## src/rtl/semaforo_pkg.sv

```systemverilog
// semaforo_pkg: shared state encoding and lamp codes for the traffic-light controller
package semaforo_pkg;
  typedef enum logic [2:0] {VERDE, AMARELO, VERMELHO, PEDESTRE, PISCA} estado_t;
  localparam logic [2:0] LUZ_VERDE    = 3'b001;
  localparam logic [2:0] LUZ_AMARELO  = 3'b010;
  localparam logic [2:0] LUZ_VERMELHO = 3'b100;
  localparam logic [2:0] LUZ_APAGADA  = 3'b000;
endpackage

```

## src/rtl/semaforo_multi_contador_fase.sv

```systemverilog
// contador_fase: down-counter with synchronous load and zero flag timing each phase
module contador_fase #(
  parameter int CW = 8,
  parameter logic [CW-1:0] RST_VAL = '0
) (
  input  logic          clk,
  input  logic          rst,
  input  logic          load,
  input  logic [CW-1:0] val,
  output logic          zero
);
  logic [CW-1:0] cnt;
  // reload on phase entry or expiry, otherwise count down
  always_ff @(posedge clk)
    if (rst) cnt <= RST_VAL;
    else cnt <= load ? val : cnt - 1'b1;
  assign zero = cnt == '0;
endmodule

```

## src/rtl/semaforo_multi.sv

```systemverilog
// semaforo_multi: round-robin N-approach traffic light with pedestrian walk and night flash
module semaforo_multi import semaforo_pkg::*; #(
  parameter int N          = 2,
  parameter int CW         = 8,
  parameter int T_VERDE    = 4,
  parameter int T_AMARELO  = 3,
  parameter int T_VERMELHO = 2,
  parameter int T_PED      = 5,
  parameter int T_PISCA    = 2,
  localparam int IW        = N > 1 ? $clog2(N) : 1
) (
  input  logic            clk,
  input  logic            rst,
  input  logic            bt,
  input  logic            noite,
  output logic [3*N-1:0]  luz,
  output logic            walk,
  output logic [IW-1:0]   idx
);
  estado_t state, nxt;
  logic zero, ped_pend, fase;
  function automatic logic [CW-1:0] dur(estado_t s);
    return CW'(s == VERDE ? T_VERDE : s == AMARELO ? T_AMARELO : s == VERMELHO ? T_VERMELHO :
               s == PEDESTRE ? T_PED : T_PISCA) - 1'b1;
  endfunction
  // the flash phase reloads its own half-period, so expiry alone also reloads
  contador_fase #(.CW(CW), .RST_VAL(CW'(T_VERDE - 1))) u_cnt (
    .clk(clk), .rst(rst), .load(zero || nxt != state), .val(dur(nxt)), .zero(zero)
  );
  // state register
  always_ff @(posedge clk)
    if (rst) state <= VERDE;
    else state <= nxt;
  // next-state logic: night mode cuts green short, walk phase always completes
  always_comb begin
    nxt = state;
    case (state)
      VERDE:    nxt = noite || zero ? AMARELO : VERDE;
      AMARELO:  nxt = zero ? VERMELHO : AMARELO;
      VERMELHO: nxt = !zero ? VERMELHO : noite ? PISCA : ped_pend ? PEDESTRE : VERDE;
      PEDESTRE: nxt = zero ? VERDE : PEDESTRE;
      PISCA:    nxt = noite ? PISCA : VERMELHO;
      default:  nxt = VERDE;
    endcase
  end
  // approach index, latched pedestrian request and flash phase
  always_ff @(posedge clk)
    if (rst) begin
      idx      <= '0;
      ped_pend <= 1'b0;
      fase     <= 1'b1;
    end else begin
      if (nxt == VERDE && state != VERDE) idx <= idx == IW'(N - 1) ? '0 : idx + 1'b1;
      else if (state == PISCA && nxt == VERMELHO) idx <= IW'(N - 1);
      ped_pend <= !(nxt inside {PEDESTRE, PISCA}) &&
                  (ped_pend || (bt && !(state inside {PEDESTRE, PISCA})));
      fase     <= state == PISCA && nxt == PISCA ? fase ^ zero : 1'b1;
    end
  // Moore output decode
  always_comb walk = state == PEDESTRE;
  for (genvar i = 0; i < N; i++) begin : g_luz
    assign luz[3*i +: 3] = state == PISCA ? (fase ? LUZ_AMARELO : LUZ_APAGADA) :
                           IW'(i) == idx && state == VERDE   ? LUZ_VERDE   :
                           IW'(i) == idx && state == AMARELO ? LUZ_AMARELO : LUZ_VERMELHO;
  end
endmodule

```

## config.mk

```make
export PLATFORM = sky130hd
export DESIGN_NAME = semaforo_multi
export DESIGN_NICKNAME = d
export VERILOG_FILES = /design/src/rtl/semaforo_pkg.sv /design/src/rtl/semaforo_multi_contador_fase.sv /design/src/rtl/semaforo_multi.sv
export SDC_FILE = /design/constraint.sdc
export NUM_CORES = 1
export LEC_CHECK = 0
export CORE_MARGIN = 1
export CORE_UTILIZATION = 53
export DETAILED_ROUTE_END_ITERATION = 8
export PLACE_DENSITY = 0.8
export SLEW_MARGIN = 20
export SYNTH_ARGS = -nofsm -noshare
export SYNTH_HDL_FRONTEND = slang
export SYNTH_HIERARCHICAL = 1
export SYNTH_SLANG_ARGS = --single-unit
```

## constraint.sdc

```tcl
create_clock -name clk -period 3.3 [get_ports clk]
set_clock_uncertainty 0.05 [all_clocks]
set_input_delay 0.825 -clock clk [delete_from_list [all_inputs] [get_ports clk]]
set_output_delay 0.825 -clock clk [all_outputs]
set_load 0.01 [all_outputs]
```

==> Yosys cells after proc, flatten, opt, wreduce, memory -nomap -nowiden <==
Cells that the tools add are included.
{ "classes": {"n_lt_le_gt_ge": 0, "muxes": 23, "shift": 0, "n_div": 0, "bitwise_logic": 3, "reduce_logical": 22, "eq_ne": 9, "n_mul": 0, "addsub": 3} }
{ "op_table": {"columns": ["cell", "count"], "rows": [
  ["3-bit 2-to-1 mux", 13],
  ["3-bit case mux with 5 select lines", 1],
  ["3-bit by 2-bit == test with 1-bit output, second input constant", 4],
  ["1-bit logical AND", 9],
  ["8-bit zero test", 1],
  ["2-bit 2-to-1 mux", 4],
  ["8-bit 2-to-1 mux", 1],
  ["8-bit by 1-bit subtractor with 8-bit output, second input constant", 1],
  ["3-bit by 1-bit == test with 1-bit output, second input constant", 2],
  ["3-bit == test, second input constant", 2],
  ["3-bit zero test", 2],
  ["2-bit nonzero test", 3],
  ["1-bit 2-to-1 mux", 4],
  ["3-bit by 1-bit subtractor with 4-bit output, second input constant", 1],
  ["1-bit logical OR", 3],
  ["3-bit inequality test", 1],
  ["3-bit nonzero test", 1],
  ["1-bit zero test", 2],
  ["1-bit NOT", 2],
  ["2-bit OR reduction", 1],
  ["1-bit adder, second input constant", 1],
  ["1-bit XOR", 1]
]} }
{ "totals": {"latchBits": 0, "mem_bits_ro": 0, "ram_bits": 0, "out_inout_bits": 8, "n_memories": 0, "in_bits": 4, "ff_bits": 14, "word_cells": 65} }

==> Logic depth before layout (Yosys ltp) <==
{ "depth": {"word_depth": 11, "mapped_depth": 10, "mapped_depth_nobuf": 9} }

==> Cells and area by module <==
The synthesis kept the hierarchy.
{ "modules_own_cells": {"columns": ["module", "cells_each", "area_each_um2", "seq_area_each_um2", "instances"], "rows": [
  ["semaforo_multi", 69, 489.2, 120.1, 1],
  ["contador_fase", 47, 419.2, 160.2, 1]
]} }

==> Worst setup path before layout <==
OpenSTA, ideal clock, no wires.
{ "synth_timing": {"path_kind": "reg2reg", "startpoint": "register u_cnt.cnt[3]", "endpoint": "register u_cnt.cnt[7]", "path_stages_with_launch": 9, "required_time_ns": 3.124, "synth_period_minus_slack_ns": 2.311, "arrival_ns": 2.135, "path_slack_ns": 0.989, "path_buffers": 2, "setup_time_ns": 0.126, "cell_sequence": "dfxtp_1 > or4_4 > nor4b_1 > buf_6 > nand2b_1 > clkbuf_1 > clkinv_1 > o21bai_1 > a31oi_1"} }
{ "synth_via": {"elab_chain_len": 11, "word_cells_on_any_way": 20, "classes_between": "add/sub (2); eq/ne (4); mux (10); reduce/logical (4)"} }
{ "synth_rtl": {"columns": ["item", "line_no", "rtl"], "rows": [
  ["from (decl)", "semaforo_multi_contador_fase.sv:12", "logic [CW-1:0] cnt;"],
  ["from (signal assigned)", "semaforo_multi_contador_fase.sv:16", "else cnt <= load ? val : cnt - 1'b1;"],
  ["8-bit zero test (*)", "semaforo_multi_contador_fase.sv:17", "assign zero = cnt == '0;"],
  ["net zero", "semaforo_multi.sv:21", "logic zero, ped_pend, fase;"],
  ["1-bit logical OR", "semaforo_multi.sv:38", "VERDE: nxt = noite || zero ? AMARELO : VERDE;"],
  ["1-bit 2-to-1 mux", "semaforo_multi.sv:38", null],
  ["3-bit case mux with 5 select lines", "semaforo_multi.sv:37", "case (state)"],
  ["3-bit by 2-bit == test with 1-bit output", "semaforo_multi.sv:24", "s == PEDESTRE ? T_PED : T_PISCA) - 1'b1;"],
  ["3-bit 2-to-1 mux", "semaforo_multi.sv:24", null],
  ["3-bit 2-to-1 mux (3 in series)", "semaforo_multi.sv:23", "return CW'(s == VERDE ? T_VERDE : s == AMARELO ? T_AMARELO : s == VERMELHO ? T_VERMELHO :"],
  ["3-bit by 1-bit subtractor with 4-bit output", "semaforo_multi.sv:24", null],
  ["8-bit 2-to-1 mux (*)", "semaforo_multi_contador_fase.sv:16", null]
]} }
Mark *: on every way through the listed nets, which the timed path passes. The rest lies on a longest branch.
A chain may end at the register's enable or synchronous reset.

==> Final worst setup path <==
{ "layout_timing": {"startpoint": "register state[0]", "endpoint": "output port luz[4]"} }
{ "layout_via": {"elab_chain_len": 5, "word_cells_on_any_way": 8, "classes_between": "eq/ne (2); mux (3); reduce/logical (3)"} }
{ "layout_rtl": {"columns": ["item", "line_no", "rtl"], "rows": [
  ["from (decl)", "semaforo_multi.sv:20", "estado_t state, nxt;"],
  ["from (signal assigned)", "semaforo_multi.sv:33", "else state <= nxt;"],
  ["3-bit by 1-bit == test with 1-bit output", "semaforo_multi.sv:64", "IW'(i) == idx && state == AMARELO ? LUZ_AMARELO : LUZ_VERMELHO;"],
  ["1-bit logical AND", "semaforo_multi.sv:64", null],
  ["3-bit 2-to-1 mux", "semaforo_multi.sv:64", null],
  ["3-bit 2-to-1 mux", "semaforo_multi.sv:63", "IW'(i) == idx && state == VERDE ? LUZ_VERDE :"],
  ["3-bit 2-to-1 mux (*)", "semaforo_multi.sv:62", "assign luz[3*i +: 3] = state == PISCA ? (fase ? LUZ_AMARELO : LUZ_APAGADA) :"],
  ["to (decl)", "semaforo_multi.sv:16", "output logic [3*N-1:0] luz,"]
]} }
Every way passes the cells marked *; elsewhere a longest branch is shown, timed or not.

==> impl_metrics.py <==
metrics = {
    "pwr": {
        "p_int_uw": 264,
        "switchingPower_uw": 107,
        "power.density_mw_per_mm2": 360,
        "swShare_pct": 28.8,
        "p_comb_share_pct": 20.8,
        "finalPower_uw": 370,
        "p_leak_nw": 0.426,
        "p_clk_share_pct": 25.1,
        "ir_drop_mv": 0.266,
        "seqPwrFrac_pct": 54.0,
    },
    "place": {
        "place.gp.congestion": 0.818,
        "place_ws_ns": 0.637,
        "dp_cells": 140,
        "place.detailed.hpwl_um": 1240,
        "io_buffer_count": 11,
    },
    "worst_setup_path": {
        "r2r-end": "u_cnt/cnt[7]$_SDFF_PP0_",
        "criticalPathCategory": "flop to output port",
        "crit_end": "luz[4]",
        "rr_worst_depth": 7,
        "required_ns": 2.42,
        "arrival_ns": 2.02,
        "end_kind": "output port",
        "start_kind": "flop",
        "r2r-start": "u_cnt/cnt[3]$_SDFF_PP0_",
        "crit_path_start": "state[0]$_SDFF_PP0_",
        "crit_fanout": 14,
        "r2r_slack_ns": 0.88,
    },
    "final_layout": {
        "instances_no_fill": 143,
        "area_growth_pct": 13.2,
        "nets": 135,
        "drive_above_1_share_pct": 6.30,
        "post-route-util_pct": 66.0,
        "insertedDiodeCount": 0,
    },
    "global_route": {
        "grt_overflow": 0,
        "grt_max_degree": 18,
        "antenna_found_initial": 0,
        "grt_pass1_wl_um": 2750,
        "grt_pass1_vias": 624,
        "grt_use_total_pct": 19.1,
    },
    "synthesis": {
        "yosys_warnings": 6,
        "synth_seq_cells": 14,
        "synth_area_um2": 908,
        "avgSynthCellArea_um2": 7.83,
        "netlist_instances": 116,
        "synth_cell_type_count": 41,
        "synth-seq-area-share_pct": 30.9,
    },
    "sta": {
        "worst_pin_slew_ns": 0.547,
        "hold_viol_final": 0,
        "slew_violations": 0,
        "setup_viol": 0,
        "max_freq_mhz": 346,
        "setup_ws_ns": 0.408,
        "rsz0062_at_grt": "false",
        "fin_crit_ns": 2.89,
        "finalCritPeriodShare_pct": 87.6,
        "finalSetupTns_ns": 0,
        "relSlewSlack_pct": 63.5,
    },
    "floorplanning": {
        "fp.dieW_um": 43.4,
        "start_util_pct": 58.3,
        "die_h_um": 43.4,
        "rows": 14,
        "pin_count": 12,
        "coreArea_mm2": 0.00156,
        "die_area_mm2": 0.00188,
    },
    "flow_run": {
        "drv_cap": 0,
    },
    "clocking": {
        "h-tree-depth": 1,
        "cts_resized": 0,
        "cts_hold_buf": 0,
        "clock-sinks": 14,
        "clk_pin_slew_worst_paths_ns": 0.08,
        "cts_tree": "built",
        "post_cts_buffers": 0,
        "clockRootBuffer": "clkbuf_4",
        "clock_latency_ns": 0.27,
        "clockBufferDepth": 2,
        "cts_buffers": 3,
    },
    "route": {
        "ant_nets": 0,
        "drc_errors": 0,
        "dr_total_vias": 797,
        "routed_wl_um": 1720,
        "drt_pass1_iterations": 4,
        "avgRoutedWirePerCell_um": 12.0,
        "initialDrtViolationCount": 20,
        "vias_per_cell": 5.57,
    },
    "status": {
        "outcome": "complete, no violations",
    },
    "hold_path": {
        "hp-class": "flop to flop",
    },
}
[worst min path at each step]
stage | start | to | slack, ns | cells past startpoint
5_1_grt | u_cnt/cnt[7]$_SDFF_PP0_ | u_cnt/cnt[7]$_SDFF_PP0_ | 0.51 | 2
4_1_cts | u_cnt/cnt[7]$_SDFF_PP0_ | u_cnt/cnt[7]$_SDFF_PP0_ | 0.47 | 2
3_5_place_dp | u_cnt/cnt[7]$_SDFF_PP0_ | u_cnt/cnt[7]$_SDFF_PP0_ | 0.46 | 2
2_1_floorplan | u_cnt/cnt[7]$_SDFF_PP0_ | u_cnt/cnt[7]$_SDFF_PP0_ | 0.42 | 2
6_report | u_cnt/cnt[7]$_SDFF_PP0_ | u_cnt/cnt[7]$_SDFF_PP0_ | 0.47 | 2
3_3_place_gp | u_cnt/cnt[7]$_SDFF_PP0_ | u_cnt/cnt[7]$_SDFF_PP0_ | 0.45 | 2
[layout by cell type (no fill, tap or decap), drive strengths merged, types with 3 or more instances in the layout]
master         synthesis  routed
nor2                  15      15
a21oi                 14      14
dfxtp                 14      14
clkdlybuf4s50          0      11
nand2                 10      10
conb                   1       5
nand2b                 5       5
nor2b                  4       4
inv                    4       4
o21ai                  4       4
nor3                   3       3
xor2                   3       3
a211oi                 3       3
clkbuf                 3       3
[power groups by stage]
stage | combinational [mW] | sequential (mW) | clock [mW]
detailed placement | 0.0771 | 0.204 | 0
global placement | 0.0754 | 0.203 | 0
global route | 0.0870 | 0.203 | 0.104
floorplan | 0.0648 | 0.197 | 0
finish | 0.0772 | 0.200 | 0.0931
CTS | 0.0776 | 0.200 | 0.0961
[sequential cells by signal, indices dropped and copies added (netlist names)]
register and flops:
ped_pend 1, fase 1, state 3, idx 1, u_cnt/cnt 8
[area by class of cell]
| cell class | count | area (µm²) |
|---|---|---|
| inverters | 5 | 18.8 |
| flip-flops and latches | 14 | 280 |
| clock buffers | 3 | 22.5 |
| fillers | 150 | 531 |
| repair buffers | 12 | 118 |
| well taps | 16 | 20.0 |
| multi-input cells | 93 | 569 |
[worst max-delay path, cell delays in order (launching register included)]
cell and delay [ns]:
dfxtp_1 0.60, nor2b_1 0.35, nand2_1 0.10, a21oi_1 0.15
clkdlybuf4s50_1 0.55
[synth_stat cells]
master     n  share of area, %
o21ai_0    3               1.7
ha_1       2               2.8
a21boi_0   1              0.83
nand4_1    1              0.69
xor2_1     3               2.9
or4_1      1              0.83
o31a_1     1              0.96
or4_4      1               1.2
inv_1      4               1.7
o31ai_1    1              0.83
o211ai_1   1              0.83
mux2i_1    1               1.1
or3_4      1               1.2
a311oi_1   1              0.96
and3b_1    1              0.96
nor3_1     3               1.7
buf_6      3               3.7
a31oi_1    1              0.69
buf_2      2               1.1
clkbuf_1   3               1.2
nor4b_1    1              0.96
dfxtp_1   14                31
o32a_1     1               1.1
a211oi_1   3               2.5
xnor2_1    2               1.9
nand2b_4   1               1.5
o21bai_1   2               1.7
o21ai_2    1              0.96
clkinv_1   1              0.41
o211a_1    1               1.1
nor3b_1    1              0.83
a311o_1    1               1.1
a21oi_1   14               7.7
nor2_1    15               6.2
nand2_1   10               4.1
a211o_1    2               1.9
nor4_1     1              0.69
conb_1     1              0.41
or3_1      1              0.69
nand2b_1   4               2.8
nor2b_1    4               2.8
[per-layer routing]
metal / up-vias / share of wire [%] / GRT usage [%]
met4: 0 / 0 / 3.75
li1: 425 / - / -
met1: 362 / 52 / 28.2
met2: 10 / 44 / 28.2
met5: - / 0 / 0
met3: 0 / 3.6 / 5.00
[stage by stage]
| stage | area (µm²) | hold WS (ns) |
|---|---|---|
| global route | 1030 | 0.511 |
| floorplan | 923 | 0.424 |
| detailed placement | 1010 | 0.463 |
| finish | 1030 | 0.475 |
| global placement | 1010 | 0.448 |
| CTS | 1030 | 0.475 |
[cells by family (layout without fill, tap and decap cells)]
family,after synthesis,after routing,share of synthesized area [%]
mux,1,1,1.10
other cells,1,5,0.413
compound gates,34,34,24.8
xor+xnor,5,5,4.82
fa+ha+maj,2,2,2.75
simple gates,46,46,27.1
flops,14,14,30.9
buf+inv,13,20,8.13
Power figures use the tool's default switching activity.
